File: src/rtl/ram_arb_pkg.sv
//==============================================================================
// Module      : ram_arb_pkg
// Description : Shared types and helpers for the buffer-RAM port arbiter.
// Revision    : 1.0 - initial release
//==============================================================================
`default_nettype none

package ram_arb_pkg;

    typedef enum logic [0:0] {
        FREE   = 1'b0,
        LOCKED = 1'b1
    } arb_state_e;

    localparam int c_default_lock_max = 16;

    // Index width for n items, never narrower than one bit.
    function automatic int idx_width(input int n);
        int r;
        r = 1;
        for (int i = 1; i < 31; i++) begin
            if ((1 << i) < n) begin
                r = i + 1;
            end
        end
        return r;
    endfunction

endpackage

`default_nettype wire

File: src/rtl/rr_pick.sv
//==============================================================================
// Module      : rr_pick
// Description : One-hot priority pick starting at a rotating start index.
// Revision    : 1.0 - initial release
//==============================================================================
`default_nettype none

module rr_pick
    import ram_arb_pkg::*;
#(
    parameter int N  = 2,
    parameter int IW = 1
) (
    input  logic [N-1:0]  req,
    input  logic [IW-1:0] start,
    output logic [N-1:0]  grant
);

    logic [N-1:0] w_mask;
    logic [N-1:0] w_hi;

    // Requests at or above start win first; otherwise wrap to the lowest set bit.
    assign w_mask = ~((N'(1) << start) - N'(1));
    assign w_hi   = req & w_mask;
    assign grant  = (|w_hi) ? (w_hi & (~w_hi + N'(1))) : (req & (~req + N'(1)));

endmodule

`default_nettype wire

File: src/rtl/ram_port_arbiter.sv
//==============================================================================
// Module      : ram_port_arbiter
// Description : Arbitrates N_REQ requesters onto one single-port buffer RAM,
//               with bounded burst lock and read-data return routing.
//               ARB_ROUND_ROBIN_EN selects round-robin instead of fixed priority.
// Revision    : 1.0 - initial release
//==============================================================================
`default_nettype none

`ifndef ADDR_SIZE
`define ADDR_SIZE 10
`endif
`ifndef DATA_WIDTH
`define DATA_WIDTH 32
`endif

module ram_port_arbiter
    import ram_arb_pkg::*;
#(
    parameter int N_REQ    = 2,
    parameter int AW       = `ADDR_SIZE,
    parameter int DW       = `DATA_WIDTH,
    parameter int LOCK_MAX = c_default_lock_max
) (
    input  logic                clka,
    input  logic                rst_n,
    input  logic [N_REQ-1:0]    req_valid,
    input  logic [N_REQ-1:0]    req_we,
    input  logic [N_REQ-1:0]    req_lock,
    input  logic [N_REQ*AW-1:0] req_addr,
    input  logic [N_REQ*DW-1:0] req_wdata,
    output logic [N_REQ-1:0]    req_ready,
    output logic [N_REQ-1:0]    rsp_valid,
    output logic [DW-1:0]       rsp_rdata,
    output logic                ram_ena,
    output logic                ram_wea,
    output logic [AW-1:0]       ram_addra,
    output logic [DW-1:0]       ram_dina,
    input  logic [DW-1:0]       ram_douta
);

    localparam int         IW         = idx_width(N_REQ);
    localparam logic [7:0] c_lock_max = 8'(LOCK_MAX);
    localparam bit         c_lock_en  = (LOCK_MAX > 1);

    arb_state_e       r_state;
    logic [IW-1:0]    r_lock_owner;
    logic [7:0]       r_lock_cnt;
    logic [IW-1:0]    r_rd_owner;
    logic             r_rd_pend;

    logic [N_REQ-1:0] w_owner_oh;
    logic [N_REQ-1:0] w_elig;
    logic [N_REQ-1:0] w_grant;
    logic [IW-1:0]    w_start;
    logic [IW-1:0]    w_gidx;
    logic             w_hs;
    logic             w_we;
    logic             w_lock;

`ifdef ARB_ROUND_ROBIN_EN
    logic [IW-1:0]    r_last_grant;
    assign w_start = (r_last_grant == IW'(N_REQ - 1)) ? '0 : r_last_grant + 1'b1;
`else
    assign w_start = '0;
`endif

    // While locked, only the owner is eligible; everyone else stalls.
    assign w_owner_oh = N_REQ'(1) << r_lock_owner;
    assign w_elig     = (r_state == LOCKED) ? (req_valid & w_owner_oh) : req_valid;

    rr_pick #(
        .N  (N_REQ),
        .IW (IW)
    ) u_pick (
        .req   (w_elig),
        .start (w_start),
        .grant (w_grant)
    );

    assign req_ready = w_grant;
    assign w_hs      = |w_grant;
    assign ram_ena   = w_hs;
    assign ram_wea   = w_we;

    always_comb begin
        w_gidx    = '0;
        w_we      = 1'b0;
        w_lock    = 1'b0;
        ram_addra = '0;
        ram_dina  = '0;
        for (int i = 0; i < N_REQ; i++) begin
            if (w_grant[i]) begin
                w_gidx    = IW'(i);
                w_we      = req_we[i];
                w_lock    = req_lock[i];
                ram_addra = req_addr[i*AW +: AW];
                ram_dina  = req_wdata[i*DW +: DW];
            end
        end
    end

    assign rsp_valid = r_rd_pend ? (N_REQ'(1) << r_rd_owner) : '0;
    assign rsp_rdata = ram_douta;

    always_ff @(posedge clka or negedge rst_n) begin
        if (!rst_n) begin
            r_state      <= FREE;
            r_lock_owner <= '0;
            r_lock_cnt   <= '0;
            r_rd_owner   <= '0;
            r_rd_pend    <= 1'b0;
`ifdef ARB_ROUND_ROBIN_EN
            r_last_grant <= IW'(N_REQ - 1);
`endif
        end else begin
            r_rd_pend <= w_hs & ~w_we;
            if (w_hs) begin
                r_rd_owner <= w_gidx;
            end
`ifdef ARB_ROUND_ROBIN_EN
            if (w_hs) begin
                r_last_grant <= w_gidx;
            end
`endif
            case (r_state)
                FREE: begin
                    // The entering handshake is the first grant of the burst.
                    if (w_hs && w_lock && c_lock_en) begin
                        r_state      <= LOCKED;
                        r_lock_owner <= w_gidx;
                        r_lock_cnt   <= 8'd1;
                    end
                end
                LOCKED: begin
                    if (w_hs) begin
                        if (!w_lock || (r_lock_cnt + 8'd1) == c_lock_max) begin
                            r_state    <= FREE;
                            r_lock_cnt <= '0;
                        end else begin
                            r_lock_cnt <= r_lock_cnt + 8'd1;
                        end
                    end
                end
                default: r_state <= FREE;
            endcase
        end
    end

endmodule

`default_nettype wire

File: config.mk
export PLATFORM = sky130hd
export DESIGN_NAME = ram_port_arbiter
export DESIGN_NICKNAME = d
export VERILOG_FILES = /design/src/rtl/ram_arb_pkg.sv /design/src/rtl/rr_pick.sv /design/src/rtl/ram_port_arbiter.sv
export SDC_FILE = /design/constraint.sdc
export NUM_CORES = 1
export LEC_CHECK = 0
export ABC_AREA = 0
export ABC_CLOCK_PERIOD_IN_PS = 6200
export CAP_MARGIN = 15
export CORE_MARGIN = 10
export CORE_UTILIZATION = 35
export CTS_CLUSTER_DIAMETER = 40
export DETAILED_ROUTE_END_ITERATION = 16
export DONT_BUFFER_PORTS = 1
export PLACE_DENSITY_LB_ADDON = 0.05
export SLEW_MARGIN = 5
export SYNTH_ARGS = -nofsm -noshare
export SYNTH_HDL_FRONTEND = slang
export SYNTH_SLANG_ARGS = --single-unit
File: constraint.sdc
create_clock -name clka -period 6.2 [get_ports clka]
set_input_delay 1.86 -clock clka [delete_from_list [all_inputs] [get_ports clka]]
set_output_delay 1.86 -clock clka [all_outputs]
set_load 0.1 [all_outputs]
==> impl_metrics.yaml, run 1 <==
floorplanning:
  rows: 23
  die-height_um: 84.6
  fp.coreArea_mm2: 0.00403
  die_w_um: 84.6
  die_area_mm2: 0.00715
  io-pin-count: 204
  initial_core_util_pct: 36.2
power:
  vdd.ir_drop.worst_uv: 283
  power.leakage_nw: 0.741
  combPwrFrac_pct: 78.6
  swShare_pct: 69.0
  p_int_uw: 290
  p_per_area_mw_per_mm2: 577
  clkPwrFrac_pct: 7.5
  power_switching_uw: 645
  power_frac_seq_pct: 13.9
grt:
  grt_pass1_wl_um: 9240
  grt_overflow: 0
  grt_pass1_vias: 1483
  grt_usage_pct: 15.5
  antenna_found_initial: 0
  grt_max_degree: 47
timing:
  final.period_utilization_pct: 81.9
  fmax_mhz: 197
  fin_ws_ns: 1.12
  rsz0062_at_grt: "no"
  setup_tns_ns: 0
  final.setup_skew_ns: 0.00190
  hold_viol_final: 0
  setup_viol: 0
  min_period_ns: 5.08
  drv_slew: 0
  max-slew-margin-rel_pct: 28.8
  worst_slew_pin_slew_ns: 1.06
drt:
  routed_wl_um: 6420
  drtIter0Drc: 43
  viasPerCell: 6.44
  ant_nets: 0
  drc_errors: 0
  first_pass_iters: 4
  vias: 1514
  wl_per_cell_um: 27.3
cts:
  cts_htree_levels: 1
  cts.clk_slew.worst_paths_ns: 0.05
  cts_tree: "yes"
  post_cts_buffers: 0
  cts-resized-gates: 0
  postCtsHoldBufs: 0
  insertion_delay_ns: 0.24
  numCtsBuffers: 3
  cts_max_path_buffers: 2
  cts_root_buf: "clkbuf_8"
  cts.sinks: 12
final_layout:
  fin_cells: 235
  layout-drive-gt1-share_pct: 31.4
  multi_input_area_um2: 857
  final_net_count: 313
  area_growth_pct: 11.1
  n_antenna_cell: 0
  fillers: 429
  final-seq-area_um2: 300
setup_path:
  cpLargestDelayFamily: "compound AO/OA/AOI/OAI gates"
  critPathArrivalTime_ns: 3.22
  cp_slowest_cell: "o21a_2"
  critPathBufInv: 1
  required_ns: 4.34
  cp-start-kind: "input pin"
  cp-end-kind: "primary output"
  slowest_delay_ns: 0.68
  path_cells: "nor2_1 > o21a_2 > a22o_1 > buf_4"
  path_class: "in -> out"
  crit_fanout: 46
yosys:
  yosysSeqAreaShare_pct: 20.6
  ys_warn_count: 0
  mappedNetlistNets: 307
  synth_compound_area_share_pct: 40.3
  ys_types: 34
  synth_area_mm2: 0.00146
  ys_ff_latch: 12
  synthMuxAreaShare_pct: 1.46
  syn_area_per_cell_um2: 8.06
  syn_inst: 181
  synth-simple-area-share_pct: 13.9
  synth_xor_xnor_area_share_pct: 0.600
  synth_adder_area_share_pct: 1.72
  synth_top_family_by_area: "compound AO/OA/AOI/OAI gates"
placed_design:
  place_ws_ns: 1.11
  dpl.hpwl_um: 5450
  portBuffers: 0
  placed_cells: 232
  gp_congestion: 0.787
run:
  drv_cap: 0
run_status:
  status: "finished clean"
min_path:
  hold_class: "reg -> reg"
path summary, 6_finish.rpt:
check | start | endpoint | slack (ns) | depth (start not counted)
max | req_valid[0] | ram_dina[27] | 1.12 | 4
min | r_rd_owner | r_rd_owner | 0.54 | 2
max reg2reg | r_state | r_lock_owner | 3.79 | 5
min reg2reg | r_rd_owner | r_rd_owner | 0.54 | 2
max in group asynchronous | rst_n | r_rd_pend | 4.81 | 0
min in group asynchronous | rst_n | r_lock_cnt[5] | 1.31 | 0
synthesized netlist by cell type, drive strengths merged:
master  count  area, um2
a21o        1       7.51
a21oi       9       45.0
a221o       1       10.0
a22o       44        385
a22oi       2       20.0
and2        4       25.0
and4        1       11.3
buf        43        290
clkbuf      2       7.51
dfrtp      12        300
ha          2       25.0
inv         4       15.0
mux2        1       11.3
mux2i       1       10.0
nand2       8       32.5
nand2b      2       12.5
nand3       4       20.0
nand4       1       12.5
nor2       13       51.3
nor2b       3       18.8
nor4        1       6.26
o21a        1       7.51
o21ai      10       50.1
o22ai       2       12.5
o311ai      1       8.76
o31ai       2       15.0
o41ai       3       26.3
or3         2       12.5
xnor2       1       8.76
state kept, by name, summed over array words and instances, names as in the netlist:
register and flops:
r_lock_cnt 8, r_lock_owner 1, r_rd_owner 1, r_rd_pend 1, r_state 1
layout by cell type (no fill, tap or decap):
cell / count
buf_4: 46
a22o_1: 44
nor2_1: 12
dfrtp_1: 12
o21ai_0: 10
a21oi_1: 9
nand2_1: 7
and2_1: 4
inv_1: 4
nand3_1: 4
o41ai_1: 3
clkbuf_8: 3
nand2b_1: 2
o22ai_1: 2
o31ai_1: 2
or3_1: 2
ha_1: 2
nor2b_4: 1
o21a_2: 1
nor2b_2: 1
a22oi_2: 1
xnor2_1: 1
nand4_2: 1
nor2b_1: 1
o311ai_1: 1
and4_4: 1
nand2_2: 1
a21o_1: 1
a22oi_1: 1
nor2_2: 1
nor4_1: 1
a221o_1: 1
mux2_2: 1
mux2i_1: 1
cells by family (layout without fill, tap and decap cells):
| logic type | Yosys count | count (layout) |
|---|---|---|
| compound gates | 76 | 76 |
| xor+xnor | 1 | 1 |
| fa+ha+maj | 2 | 2 |
| buf+inv | 49 | 53 |
| flops | 12 | 12 |
| mux | 2 | 2 |
| simple gates | 39 | 39 |
through the flow:
step | cell area [um2] | utilization, % | power, mW | hold slack, ns
6_report | 1620 | 40.2 | 0.935 | 0.542
5_1_grt | 1620 | 40.2 | 0.972 | 0.578
4_1_cts | 1620 | 40.2 | 0.941 | 0.543
3_5_place_dp | 1580 | 39.2 | 0.869 | 0.536
3_3_place_gp | 1580 | 39.2 | 0.861 | 0.515
2_1_floorplan | 1460 | - | 0.840 | 0.475
layout make-up:
cell class | count | area share [%]
Clock buffer | 3 | 2.55
Inverter | 4 | 0.926
Multi-Input combinational cell | 120 | 52.9
Sequential cell | 12 | 18.5
Tap cell | 50 | 3.86
Timing Repair Buffer | 46 | 21.3
power by group through the flow:
stage | logic [mW] | clock network [mW] | registers (mW)
2_1_floorplan | 0.725 | 0 | 0.115
3_3_place_gp | 0.732 | 0 | 0.130
3_5_place_dp | 0.739 | 0 | 0.131
4_1_cts | 0.739 | 0.0722 | 0.130
5_1_grt | 0.762 | 0.0767 | 0.133
6_report | 0.735 | 0.0701 | 0.130
worst reg2reg max path: stages (launching register included):
cell,delay (ns)
dfrtp_1,0.52
and2_1,0.28
o21a_2,0.71
a22oi_2,0.23
nor2_1,0.20
mux2_2,0.35
routing by layer:
layer	wire length, um	global-route usage, %	up-vias
li1	-	-	660
met1	2180	15.9	701
met2	3100	25.3	137
met3	1060	10.5	16
met4	78	3.89	0
met5	0	0	-
No activity file was read; power rests on OpenSTA's default activity.
==> inputs of run 2 (changes only) <==
--- a/config.mk
+++ b/config.mk
@@ -6,7 +6,7 @@
 export NUM_CORES = 1
 export LEC_CHECK = 0
 export ABC_AREA = 0
-export ABC_CLOCK_PERIOD_IN_PS = 6200
+export ABC_CLOCK_PERIOD_IN_PS = 5200
 export CAP_MARGIN = 15
 export CORE_MARGIN = 10
 export CORE_UTILIZATION = 35
==> constraint.sdc (replaced) <==
create_clock -name clka -period 5.2 [get_ports clka]
set_input_delay 1.56 -clock clka [delete_from_list [all_inputs] [get_ports clka]]
set_output_delay 1.56 -clock clka [all_outputs]
set_load 0.1 [all_outputs]
==> run 2 against run 1 <==
Against the previous run: die area unchanged; sequential share of layout area down 0.085 points; non-clock buffer count up 1; flip-flop and latch count unchanged; core utilization up 0.19 points; combinational power up 20%; wire length up 13%; worst hold slack worse by 0.027 ns; worst setup slack worse by 0.41 ns; clock skew up 0.0018 ns.
==> impl_metrics.yaml, run 2 (synthesis gave the netlist of run 1 again) <==
run_status:
  status: "finished clean"
placed_design:
  placed_cells: 233
  gp_congestion: 0.847
  portBuffers: 0
  dpl.hpwl_um: 6390
setup_path:
  cp-start-kind: "input pin"
  r2r-start: "r_state"
  slowest_delay_ns: 0.68
  endpoint: "ram_dina[18]"
  cpLargestDelayFamily: "compound AO/OA/AOI/OAI gates"
  cp-end-kind: "primary output"
  crit_fanout: 46
  critPathArrivalTime_ns: 2.93
  startpoint: "req_valid[0]"
  required_ns: 3.64
  cp_slowest_cell: "o21a_2"
  reg2reg_depth: 5
  r2r-end: "r_lock_owner"
  path_class: "in -> out"
  critPathBufInv: 1
  path_cells: "nor2_1 > o21a_2 > a22o_1 > buf_4"
  regToRegSetupSlack_ns: 2.79
  cp_num_cells: 4
cts:
  numCtsBuffers: 3
  cts_htree_levels: 1
  cts-resized-gates: 0
  postCtsHoldBufs: 0
  post_cts_buffers: 0
  cts.sinks: 12
  cts_root_buf: "clkbuf_8"
  insertion_delay_ns: 0.24
  cts_max_path_buffers: 2
  cts.clk_slew.worst_paths_ns: 0.05
  cts_tree: "yes"
final_layout:
  final_net_count: 314
  final_cell_mix: "47 x buf_4, 44 x a22o_1, 12 x nor2_1, 12 x dfrtp_1, 10 x o21ai_0"
  area_growth_pct: 11.7
  fin_cells: 236
  layout-drive-gt1-share_pct: 31.7
  mostFrequentLayoutCell: "buf_4"
  largest_reg_flops: 8
  final_core_util_pct: 40.4
  largest-register: "r_lock_cnt"
  n_antenna_cell: 0
drt:
  vias: 1431
  wl_per_cell_um: 30.6
  routed_wl_um: 7220
  drc_errors: 0
  drtIter0Drc: 56
  ant_nets: 0
  first_pass_iters: 5
  viasPerCell: 6.06
timing:
  fmax_mhz: 223
  setup_viol: 0
  drv_slew: 0
  worst_slew_pin_slew_ns: 1.07
  hold_viol_final: 0
  setup_tns_ns: 0
  final.setup_skew_ns: 0.00374
  max-slew-margin-rel_pct: 28.2
  rsz0062_at_grt: "no"
  min_period_ns: 4.49
  final.period_utilization_pct: 86.3
floorplanning:
  io-pin-count: 204
  initial_core_util_pct: 36.2
  die_w_um: 84.6
  die_area_mm2: 0.00715
  fp.coreArea_mm2: 0.00403
  die-height_um: 84.6
  rows: 23
grt:
  antenna_found_initial: 0
  grt_max_degree: 47
  grt_pass1_vias: 1485
  grt_pass1_wl_um: 10100
  grt_overflow: 0
  grt_usage_pct: 18.0
run:
  drv_cap: 0
min_path:
  hold_class: "reg -> reg"
power:
  p_per_area_mw_per_mm2: 687
  vdd.ir_drop.worst_uv: 370
  power.leakage_nw: 0.746
## run 2: worst min-delay path by stage
| stage | startpoint | to | slack [ns] | depth (start not counted) |
|---|---|---|---|---|
| final | r_lock_cnt[6] | r_lock_cnt[6] | 0.51 | 1 |
| after global routing | r_lock_cnt[6] | r_lock_cnt[6] | 0.55 | 1 |
| after CTS | r_lock_cnt[6] | r_lock_cnt[6] | 0.51 | 1 |
| after detailed placement | r_lock_cnt[6] | r_lock_cnt[6] | 0.51 | 1 |
| after global placement | r_lock_cnt[6] | r_lock_cnt[6] | 0.49 | 1 |
| after floorplan | r_lock_cnt[6] | r_lock_cnt[6] | 0.47 | 1 |
## run 2: stage by stage
stage / hold WS (ns) / setup WS (ns) / power, mW / area (um2)
2_1_floorplan: 0.475 / 0.192 / 1.00 / 1470
3_3_place_gp: 0.494 / 0.761 / 1.03 / 1590
3_5_place_dp: 0.508 / 0.710 / 1.04 / 1590
4_1_cts: 0.515 / 0.705 / 1.13 / 1630
5_1_grt: 0.547 / 0.591 / 1.17 / 1630
6_report: 0.515 / 0.715 / 1.12 / 1630
## run 2: layout make-up
| class | count | area (um2) |
|---|---|---|
| multi-input cells | 120 | 857 |
| well taps | 50 | 62.6 |
| clock buffers | 3 | 41.3 |
| repair buffers | 47 | 353 |
| flip-flops and latches | 12 | 300 |
| inverters | 4 | 15.0 |
| fillers | 426 | 2400 |
## run 2: layer usage
layer / part of all wire (%) / wire, um / track usage, % / vias to the layer above
met5: 0 / 0 / 0 / -
met4: 1.3 / 96 / 2.54 / 0
met3: 12 / 898 / 10.2 / 14
met2: 58 / 4190 / 35.3 / 113
met1: 28 / 2040 / 15.5 / 645
li1: - / - / - / 659
## run 2: worst reg2reg max path, stage by stage, from the launching register on
cell and delay (ns):
dfrtp_1 0.51, and2_1 0.27, o21a_2 0.70, a22oi_2 0.23, nor2_1 0.23, mux2_2 0.35
## run 2: report_power, final
group	switching (mW)	total (mW)	internal, mW
Clock	0.0334	0.0844	0.0510
Sequential	0.0396	0.154	0.115
Combinational	0.699	0.880	0.181
